===== config.mk =====
export PLATFORM = sky130hd
export DESIGN_NAME = mem_port_arbiter
export DESIGN_NICKNAME = d
export VERILOG_FILES = /design/src/rtl/mem_arb_pkg.sv /design/src/rtl/mem_arb_id_fifo.sv /design/src/rtl/mem_port_arbiter.sv
export SDC_FILE = /design/constraint.sdc
export NUM_CORES = 1
export LEC_CHECK = 0
export ABC_CLOCK_PERIOD_IN_PS = 6200
export CORE_AREA = 2 2 111 113
export DETAILED_ROUTE_END_ITERATION = 10
export DIE_AREA = 0 0 113 115
export PLACE_DENSITY_LB_ADDON = 0.3
export SLEW_MARGIN = 20
export SYNTH_ARGS = -nofsm -noshare
export SYNTH_HDL_FRONTEND = slang
export SYNTH_HIERARCHICAL = 1
export SYNTH_SLANG_ARGS = --single-unit

===== constraint.sdc =====
create_clock -name clk_i -period 6.2 [get_ports clk_i]
set_input_delay 1.24 -clock clk_i [delete_from_list [all_inputs] [get_ports clk_i]]
set_output_delay 1.24 -clock clk_i [all_outputs]
set_load 0.03 [all_outputs]

===== src/rtl/mem_arb_pkg.sv =====
// Shared definitions for the memory port arbiter.
//   MAX_MASTERS    : largest supported number of requesters
//   BE_WIDTH       : byte-enable width of the data port
//   DATA_WIDTH     : data width of the data port
//   MAX_ADDR_WIDTH : widest address the mem_req_t container can carry
//   mem_req_t      : address-phase attributes routed through the request mux
//   next_index()   : round-robin successor of an index, modulo n
package mem_arb_pkg;

    localparam int MAX_MASTERS    = 8;
    localparam int BE_WIDTH       = 4;
    localparam int DATA_WIDTH     = 32;
    localparam int MAX_ADDR_WIDTH = 64;

    typedef struct packed {
        logic [MAX_ADDR_WIDTH-1:0] addr;
        logic                      we;
        logic [BE_WIDTH-1:0]       be;
        logic [DATA_WIDTH-1:0]     wdata;
    } mem_req_t;

    function automatic int next_index(input int idx, input int n);
        return (idx + 1 >= n) ? 0 : idx + 1;
    endfunction

endpackage


===== src/rtl/mem_arb_id_fifo.sv =====
// In-order FIFO of master IDs for transfers that were accepted by memory
// but have not been answered yet.
//   clk_i, rst_i : clock, synchronous active-high reset (clears pointers/count)
//   push_i       : store push_id_i (ignored when full)
//   pop_i        : drop the head entry (ignored when empty)
//   head_o       : ID of the oldest outstanding transfer
//   count_o      : number of stored IDs, 0..DEPTH
//   full_o       : count_o == DEPTH
//   empty_o      : count_o == 0
module mem_arb_id_fifo #(
    parameter int DEPTH = 2,
    parameter int IDW   = 1
) (
    input  logic                       clk_i,
    input  logic                       rst_i,
    input  logic                       push_i,
    input  logic [IDW-1:0]             push_id_i,
    input  logic                       pop_i,
    output logic [IDW-1:0]             head_o,
    output logic [$clog2(DEPTH+1)-1:0] count_o,
    output logic                       full_o,
    output logic                       empty_o
);

    localparam int PW = (DEPTH > 1) ? $clog2(DEPTH) : 1;
    localparam int CW = $clog2(DEPTH + 1);

    logic [IDW-1:0] mem_q [DEPTH];
    logic [IDW-1:0] mem_d [DEPTH];
    logic [PW-1:0]  wr_ptr_q, wr_ptr_d;
    logic [PW-1:0]  rd_ptr_q, rd_ptr_d;
    logic [CW-1:0]  count_q, count_d;
    logic           do_push, do_pop;

    assign full_o  = (count_q == CW'(DEPTH));
    assign empty_o = (count_q == '0);
    assign count_o = count_q;
    assign head_o  = mem_q[rd_ptr_q];

    always_comb begin
        mem_d    = mem_q;
        wr_ptr_d = wr_ptr_q;
        rd_ptr_d = rd_ptr_q;
        do_push  = push_i & ~full_o;
        do_pop   = pop_i & ~empty_o;
        // Pointers wrap explicitly so DEPTH need not be a power of two.
        if (do_push) begin
            mem_d[wr_ptr_q] = push_id_i;
            wr_ptr_d = (wr_ptr_q == PW'(DEPTH - 1)) ? '0 : wr_ptr_q + PW'(1);
        end
        if (do_pop) begin
            rd_ptr_d = (rd_ptr_q == PW'(DEPTH - 1)) ? '0 : rd_ptr_q + PW'(1);
        end
        count_d = count_q + CW'(do_push) - CW'(do_pop);
    end

    always_ff @(posedge clk_i) begin
        mem_q <= mem_d;
        if (rst_i) begin
            wr_ptr_q <= '0;
            rd_ptr_q <= '0;
            count_q  <= '0;
        end else begin
            wr_ptr_q <= wr_ptr_d;
            rd_ptr_q <= rd_ptr_d;
            count_q  <= count_d;
        end
    end

endmodule


===== src/rtl/mem_port_arbiter.sv =====
// Round-robin arbiter sharing one memory data port among NUM_MASTERS
// requesters, with in-order routing of responses back to their masters.
//   clk_i, rst_i        : clock, synchronous active-high reset
//   m_req_i .. m_wdata_i: per-master address phase
//   m_gnt_o             : one-hot grant, combinational from mem_gnt_i
//   m_rvalid_o          : one-hot response valid, routed by the ID FIFO head
//   m_rdata_o           : mem_rdata_i broadcast to all masters
//   mem_*_o / mem_*_i   : memory side of the same protocol
//   err_o               : sticky, set by a response with nothing outstanding
//
// Handshake: an address phase is transferred in the cycle where req and gnt
// are both high; the requester must hold req and its attributes until then.
// A response is a single-cycle rvalid pulse, strictly in acceptance order,
// no earlier than the cycle after the matching grant.
module mem_port_arbiter
    import mem_arb_pkg::*;
#(
    parameter int NUM_MASTERS     = 2,
    parameter int ADDR_WIDTH      = 32,
    parameter int MAX_OUTSTANDING = 2
) (
    input  logic                                  clk_i,
    input  logic                                  rst_i,
    input  logic [NUM_MASTERS-1:0]                m_req_i,
    input  logic [NUM_MASTERS-1:0][ADDR_WIDTH-1:0] m_addr_i,
    input  logic [NUM_MASTERS-1:0]                m_we_i,
    input  logic [NUM_MASTERS-1:0][BE_WIDTH-1:0]  m_be_i,
    input  logic [NUM_MASTERS-1:0][DATA_WIDTH-1:0] m_wdata_i,
    output logic [NUM_MASTERS-1:0]                m_gnt_o,
    output logic [NUM_MASTERS-1:0]                m_rvalid_o,
    output logic [DATA_WIDTH-1:0]                 m_rdata_o,
    output logic                                  mem_req_o,
    output logic [ADDR_WIDTH-1:0]                 mem_addr_o,
    output logic                                  mem_we_o,
    output logic [BE_WIDTH-1:0]                   mem_be_o,
    output logic [DATA_WIDTH-1:0]                 mem_wdata_o,
    input  logic                                  mem_gnt_i,
    input  logic                                  mem_rvalid_i,
    input  logic [DATA_WIDTH-1:0]                 mem_rdata_i,
    output logic                                  err_o
);

    localparam int IDW = (NUM_MASTERS > 1) ? $clog2(NUM_MASTERS) : 1;
    localparam int CW  = $clog2(MAX_OUTSTANDING + 1);

    logic [IDW-1:0] prio_q, prio_d;
    logic [IDW-1:0] lock_id_q, lock_id_d;
    logic           lock_q, lock_d;
    logic           err_q, err_d;

    logic [IDW-1:0] winner;
    logic [IDW-1:0] cand;
    logic           found;
    logic           any_req;
    logic           lock_valid;
    logic           accept;
    logic           pop;
    logic [IDW-1:0] head_id;
    logic [CW-1:0]  count;
    logic           fifo_full;
    logic           fifo_empty;
    mem_req_t       sel;

    assign any_req = |m_req_i;

    // A lock only counts while its master still requests; if the master
    // withdraws, normal round-robin takes over in the same cycle.
    assign lock_valid = lock_q & m_req_i[lock_id_q];

    always_comb begin
        winner = prio_q;
        found  = 1'b0;
        cand   = '0;
        if (lock_valid) begin
            winner = lock_id_q;
        end else begin
            for (int i = 0; i < NUM_MASTERS; i++) begin
                cand = IDW'((int'(prio_q) + i) % NUM_MASTERS);
                if (!found && m_req_i[cand]) begin
                    winner = cand;
                    found  = 1'b1;
                end
            end
        end
    end

    always_comb begin
        sel = '0;
        if (any_req) begin
            sel.addr  = MAX_ADDR_WIDTH'(m_addr_i[winner]);
            sel.we    = m_we_i[winner];
            sel.be    = m_be_i[winner];
            sel.wdata = m_wdata_i[winner];
        end
    end

    assign mem_addr_o  = sel.addr[ADDR_WIDTH-1:0];
    assign mem_we_o    = sel.we;
    assign mem_be_o    = sel.be;
    assign mem_wdata_o = sel.wdata;

    // Capacity is checked against the registered count only: a response in
    // the same cycle frees a slot for the next cycle, not this one.
    assign mem_req_o = any_req & ~fifo_full & ~rst_i;
    assign accept    = mem_req_o & mem_gnt_i;
    assign pop       = mem_rvalid_i & ~fifo_empty & ~rst_i;
    assign m_rdata_o = mem_rdata_i;
    assign err_o     = err_q;

    always_comb begin
        m_gnt_o = '0;
        if (accept) m_gnt_o[winner] = 1'b1;
    end

    always_comb begin
        m_rvalid_o = '0;
        if (pop) m_rvalid_o[head_id] = 1'b1;
    end

    always_comb begin
        prio_d    = prio_q;
        lock_d    = lock_q;
        lock_id_d = lock_id_q;
        err_d     = err_q | (mem_rvalid_i & (count == '0));
        if (accept) begin
            prio_d = IDW'(next_index(int'(winner), NUM_MASTERS));
            lock_d = 1'b0;
        end else if (mem_req_o) begin
            // Stalled by memory: pin this master until it is accepted.
            lock_d    = 1'b1;
            lock_id_d = winner;
        end else begin
            lock_d = lock_valid;
        end
    end

    always_ff @(posedge clk_i) begin
        if (rst_i) begin
            prio_q    <= '0;
            lock_q    <= 1'b0;
            lock_id_q <= '0;
            err_q     <= 1'b0;
        end else begin
            prio_q    <= prio_d;
            lock_q    <= lock_d;
            lock_id_q <= lock_id_d;
            err_q     <= err_d;
        end
    end

    mem_arb_id_fifo #(
        .DEPTH (MAX_OUTSTANDING),
        .IDW   (IDW)
    ) u_id_fifo (
        .clk_i     (clk_i),
        .rst_i     (rst_i),
        .push_i    (accept),
        .push_id_i (winner),
        .pop_i     (pop),
        .head_o    (head_id),
        .count_o   (count),
        .full_o    (fifo_full),
        .empty_o   (fifo_empty)
    );

endmodule


==> impl_table.tex <==
\begin{tabular}{lr}
\hline
Metric & Value \\
\hline
\multicolumn{2}{l}{\textbf{Run status}} \\
Status & complete, but fails checks \\
Violated checks & design-rule violations \\
\multicolumn{2}{l}{\textbf{STA}} \\
Setup repair after global routing missed its margin & no \\
Minimum setup slack in the final design & around 1.3 ns \\
Final hold violation count & 0 \\
Setup\_tns & 0 ns \\
Final setup violation count & 0 \\
Remaining max-slew budget at the tightest pin & 38.3\% \\
Max Slew Vio Count & 0 \\
Highest Clock Rate & approximately 0.2 GHz \\
Final worst-path cycle share & 79.6\% \\
Maximum clock skew at final layout & a little over 0.003 ns \\
Transition time of the tightest slew-check pin & 0.925 ns \\
Min cycle time layout & between 4 and 5 ns \\
\multicolumn{2}{l}{\textbf{GRT}} \\
First-pass GRT wire length & 12100 um \\
Overall track demand over capacity in global routing & 11.5\% \\
Remaining Overflow, GRT & 0 \\
Vias in the first global route & 2386 \\
Pin count of the biggest net entering global routing & 70 \\
Initial antenna violation count & 0 \\
\multicolumn{2}{l}{\textbf{Floorplanning}} \\
Die span in x & $\sim$110 um \\
Core outline area & $\sim$0.012 sq mm \\
Height of the chip & approximately 120 um \\
Core Rows & 40 \\
Die Outline Area & 0.0130 sq mm \\
Effective utilization at floorplan & 16.7\% \\
I/O pin cnt & 283 \\
\multicolumn{2}{l}{\textbf{Clock network}} \\
Post-CTS Hold Fix Bufs & 0 \\
Root buffer cell & sky130\_fd\_sc\_hd\_\_clkbuf\_16 \\
Number of gates resized after cts & 0 \\
Clock tree buffer depth & 2 \\
Post-CTS setup buffer count & 0 \\
CTS Sinks & 10 \\
Clock-pin slew reported for the worst setup and hold paths after clock tree synthesis & about 0.04 ns \\
CTS H-tree depth & 1 \\
Latest clock arrival within the worst-skew pair & 0.24 ns \\
Inserted Clock Buffers & 3 \\
CTS tree & built \\
\multicolumn{2}{l}{\textbf{Synth}} \\
Fraction of the mapped netlist area in simple logic gates & 21.1\% \\
Area fraction of the dominant cell type after synthesis & 20.4\% \\
Leading area contributor after synthesis & sky130\_fd\_sc\_hd\_\_a2bb2oi\_1 \\
Synth Area in Compound Gates & between 40\% and 50\% \\
Top post-synthesis cells by area & sky130\_fd\_sc\_hd\_\_a2bb2oi\_1 20\%, sky130\_fd\_sc\_hd\_\_a2bb2oi\_2 18\%, sky130\_fd\_sc\_hd\_\_nand2\_1 14\%, sky130\_fd\_sc\_hd\_\_buf\_4 12\%, sky130\_fd\_sc\_hd\_\_dfxtp\_1 8.1\% \\
Combinational family with the most area after synthesis & compound AO/OA/AOI/OAI gates \\
Syn Nets & 439 \\
Library cells used by synthesis & 36 \\
XOR/XNOR share of the synthesized area & 0.888\% \\
Cell Area, Synth & approximately 0.0020 sq mm \\
Total of warnings raised by yosys & 6 \\
Post-synthesis area per instance & 7.56 sq um \\
Sequential element share of the synthesized area & 11.2\% \\
Synthesized instance count & roughly 260 \\
Synthesized flop and latch total & 10 \\
Adder-cell share of the synthesized area & 1.27\% \\
Multiplexer share of the synthesized area & 1.33\% \\
\multicolumn{2}{l}{\textbf{Worst setup path}} \\
Count of buffer and inverter cells on the critical path & 4 \\
Critical path arrival & 3.70 ns \\
Kind of cell with the highest combined delay on the critical path & buffers and inverters \\
Launching element type of the critical path & input pin \\
CP Data Required Time & slightly below 5 ns \\
Largest driver fanout on the critical path & 49 \\
Slowest CP cell & sky130\_fd\_sc\_hd\_\_clkdlybuf4s50\_1 \\
Crit path kind & input pin to primary output \\
Longest individual stage delay on the worst path & 0.76 ns \\
Nature of the critical path endpoint & primary output \\
Critical Path, Cell by Cell & clkdlybuf4s50\_1 -> inv\_2 -> o21ai\_1 -> a21oi\_4 -> buf\_4 -> a2bb2oi\_1 -> clkdlybuf4s50\_1 \\
Critical Path Most Common Cell & sky130\_fd\_sc\_hd\_\_clkdlybuf4s50\_1 \\
\multicolumn{2}{l}{\textbf{Placed design}} \\
Global placement routability congestion & 0.737 \\
Total half-perimeter wirelength after legalization and detailed placement & approximately 6500 um \\
Count of buffers inserted at the top-level ports & 218 \\
Worst slack after detailed placement & 1.26 ns \\
\multicolumn{2}{l}{\textbf{Drt}} \\
Total vias in the final route & 2503 \\
DRC marker count from the first detailed-route iteration & 78 \\
Total DRC errors in the routed layout & 14 \\
Post-route ant nets & 0 \\
Total Routed Length & roughly 8400 um \\
Drt wl/cell & 14.6 um \\
Number of optimization iterations in the first detailed-route pass & 7 \\
Via density per instance & 4.33 \\
\multicolumn{2}{l}{\textbf{Cells and area}} \\
Filler Cell Count & roughly 1300 \\
Share of cells above drive strength 1 & under 10\% \\
Number of diodes added for antenna fixing & 0 \\
Final nets & 610 \\
Area Growth Syn to Fin & 105\% \\
\multicolumn{2}{l}{\textbf{Min path}} \\
Tightest Hold Check Type & flop to flop \\
\multicolumn{2}{l}{\textbf{Pwr}} \\
Peak VDD IR & 70.2 uV \\
Standby leakage power & 0.00155 uW \\
Power Density & 159 mW/mm\^{}2 \\
\multicolumn{2}{l}{\textbf{Job}} \\
Max-Cap Viols & 0 \\
\hline
\end{tabular}
==> kinds of logic (layout without fill, tap and decap cells) <==
kind of cell	count (synthesis)	in the layout
and+or+nand+nor	100	100
AOI/OAI and AO/OA	83	83
buffers and inverters	62	232
DFF	10	10
adders and majority gates	2	2
xor gates and xnor gates	2	2
muxes	2	2
==> routing by layer <==
layer  global-route usage, %  vias up  wire (um)
met2                    20.7      138       4150
li1                        -     1234          -
met3                    2.79       21        797
met1                    13.2     1110       3260
met5                       0        -          0
met4                    4.23        0        211
==> path summary, 6_finish.rpt <==
check                       startpoint              endpoint  slack (ns)  cells after the start
setup / recovery            m_req_i[0]        mem_wdata_o[8]        1.26                      7
hold / removal                   err_o                 err_o        0.47                      2
hold reg to reg                  err_o                 err_o        0.47                      2
setup reg to reg  u_id_fifo/count_o[0]  u_id_fifo/count_o[1]        3.85                     12
==> area by class of cell <==
class                           instances  area, sq um  share of cell area [%]
Multi-Input combinational cell        189         1330                    32.8
Tap cell                              147          184                    4.54
Inverter                                7         26.3                   0.649
Timing Repair Buffer                  221         2200                    54.3
Sequential cell                        10          220                    5.44
Clock buffer                            4         88.8                    2.19
==> cell usage after synthesis <==
library cell,count
sky130_fd_sc_hd__a2bb2oi_2,23
sky130_fd_sc_hd__buf_6,9
sky130_fd_sc_hd__ha_1,2
sky130_fd_sc_hd__mux2_2,1
sky130_fd_sc_hd__inv_2,2
sky130_fd_sc_hd__xnor2_1,1
sky130_fd_sc_hd__nand2_1,74
sky130_fd_sc_hd__nand2_2,1
sky130_fd_sc_hd__inv_1,5
sky130_fd_sc_hd__and3_2,1
sky130_fd_sc_hd__o21ai_0,3
sky130_fd_sc_hd__mux2_4,1
sky130_fd_sc_hd__a2bb2oi_1,46
sky130_fd_sc_hd__and2_1,3
sky130_fd_sc_hd__nand2b_1,1
sky130_fd_sc_hd__and3_1,1
sky130_fd_sc_hd__buf_4,32
sky130_fd_sc_hd__clkbuf_1,8
sky130_fd_sc_hd__nand2b_2,1
sky130_fd_sc_hd__nor2b_1,2
sky130_fd_sc_hd__a211oi_1,1
sky130_fd_sc_hd__nor2_1,11
sky130_fd_sc_hd__buf_2,6
sky130_fd_sc_hd__edfxtp_1,2
sky130_fd_sc_hd__dfxtp_1,8
sky130_fd_sc_hd__o21bai_1,1
sky130_fd_sc_hd__a21oi_4,1
sky130_fd_sc_hd__o211ai_1,1
sky130_fd_sc_hd__a21oi_1,5
sky130_fd_sc_hd__o21a_1,1
sky130_fd_sc_hd__nor3_1,2
sky130_fd_sc_hd__o21ai_1,1
sky130_fd_sc_hd__nor3b_1,1
sky130_fd_sc_hd__or2_1,1
sky130_fd_sc_hd__xor2_1,1
sky130_fd_sc_hd__or3_1,1
==> power by group <==
part | internal (uW) | total, uW | switching (uW)
clock network | 97.1 | 129 | 31.5
logic | 228 | 440 | 212
registers | 71.1 | 74.5 | 3.41
total | 396 | 643 | 247
==> flip-flops by register name, summed over array words and instances (netlist names) <==
signal / count
err_o: 1
u_id_fifo/wr_ptr_q: 1
lock_q: 1
u_id_fifo/count_o: 2
prio_q: 1
u_id_fifo/mem_q: 2
lock_id_q: 1
u_id_fifo/rd_ptr_q: 1
==> metrics by stage <==
step	util [%]	total power, uW	hold slack (ns)	area [sq um]	instances
3_5_place_dp	33.5	519	0.457	3960	574
3_3_place_gp	33.5	518	0.459	3960	574
6_report	34.3	643	0.465	4050	578
2_1_floorplan	-	356	0.451	1970	261
5_1_grt	34.3	673	0.485	4050	578
4_1_cts	34.3	651	0.473	4050	578
==> cells in the final DEF, fill, tap and decap left out, types with 2 or more instances in the layout <==
cell,instances
sky130_fd_sc_hd__o21ai_0,3
sky130_fd_sc_hd__clkdlybuf4s50_1,217
sky130_fd_sc_hd__buf_4,3
sky130_fd_sc_hd__nor2_1,11
sky130_fd_sc_hd__nor2b_1,2
sky130_fd_sc_hd__clkbuf_16,3
sky130_fd_sc_hd__inv_2,2
sky130_fd_sc_hd__a2bb2oi_1,46
sky130_fd_sc_hd__and2_1,3
sky130_fd_sc_hd__a21oi_1,5
sky130_fd_sc_hd__dfxtp_1,8
sky130_fd_sc_hd__a2bb2oi_2,23
sky130_fd_sc_hd__inv_1,5
sky130_fd_sc_hd__ha_1,2
sky130_fd_sc_hd__nor3_1,2
sky130_fd_sc_hd__nand2_1,74
sky130_fd_sc_hd__edfxtp_1,2
==> tightest hold or removal path, delay by kind of cell (launching register included) <==
| kind | cells | cell delay [ns] |
|---|---|---|
| flip-flops | 1 | 0.32 |
| AO/OA/AOI/OAI | 1 | 0.04 |
| AND/OR/NAND/NOR | 1 | 0.07 |
(Power assumes the default switching activity.)
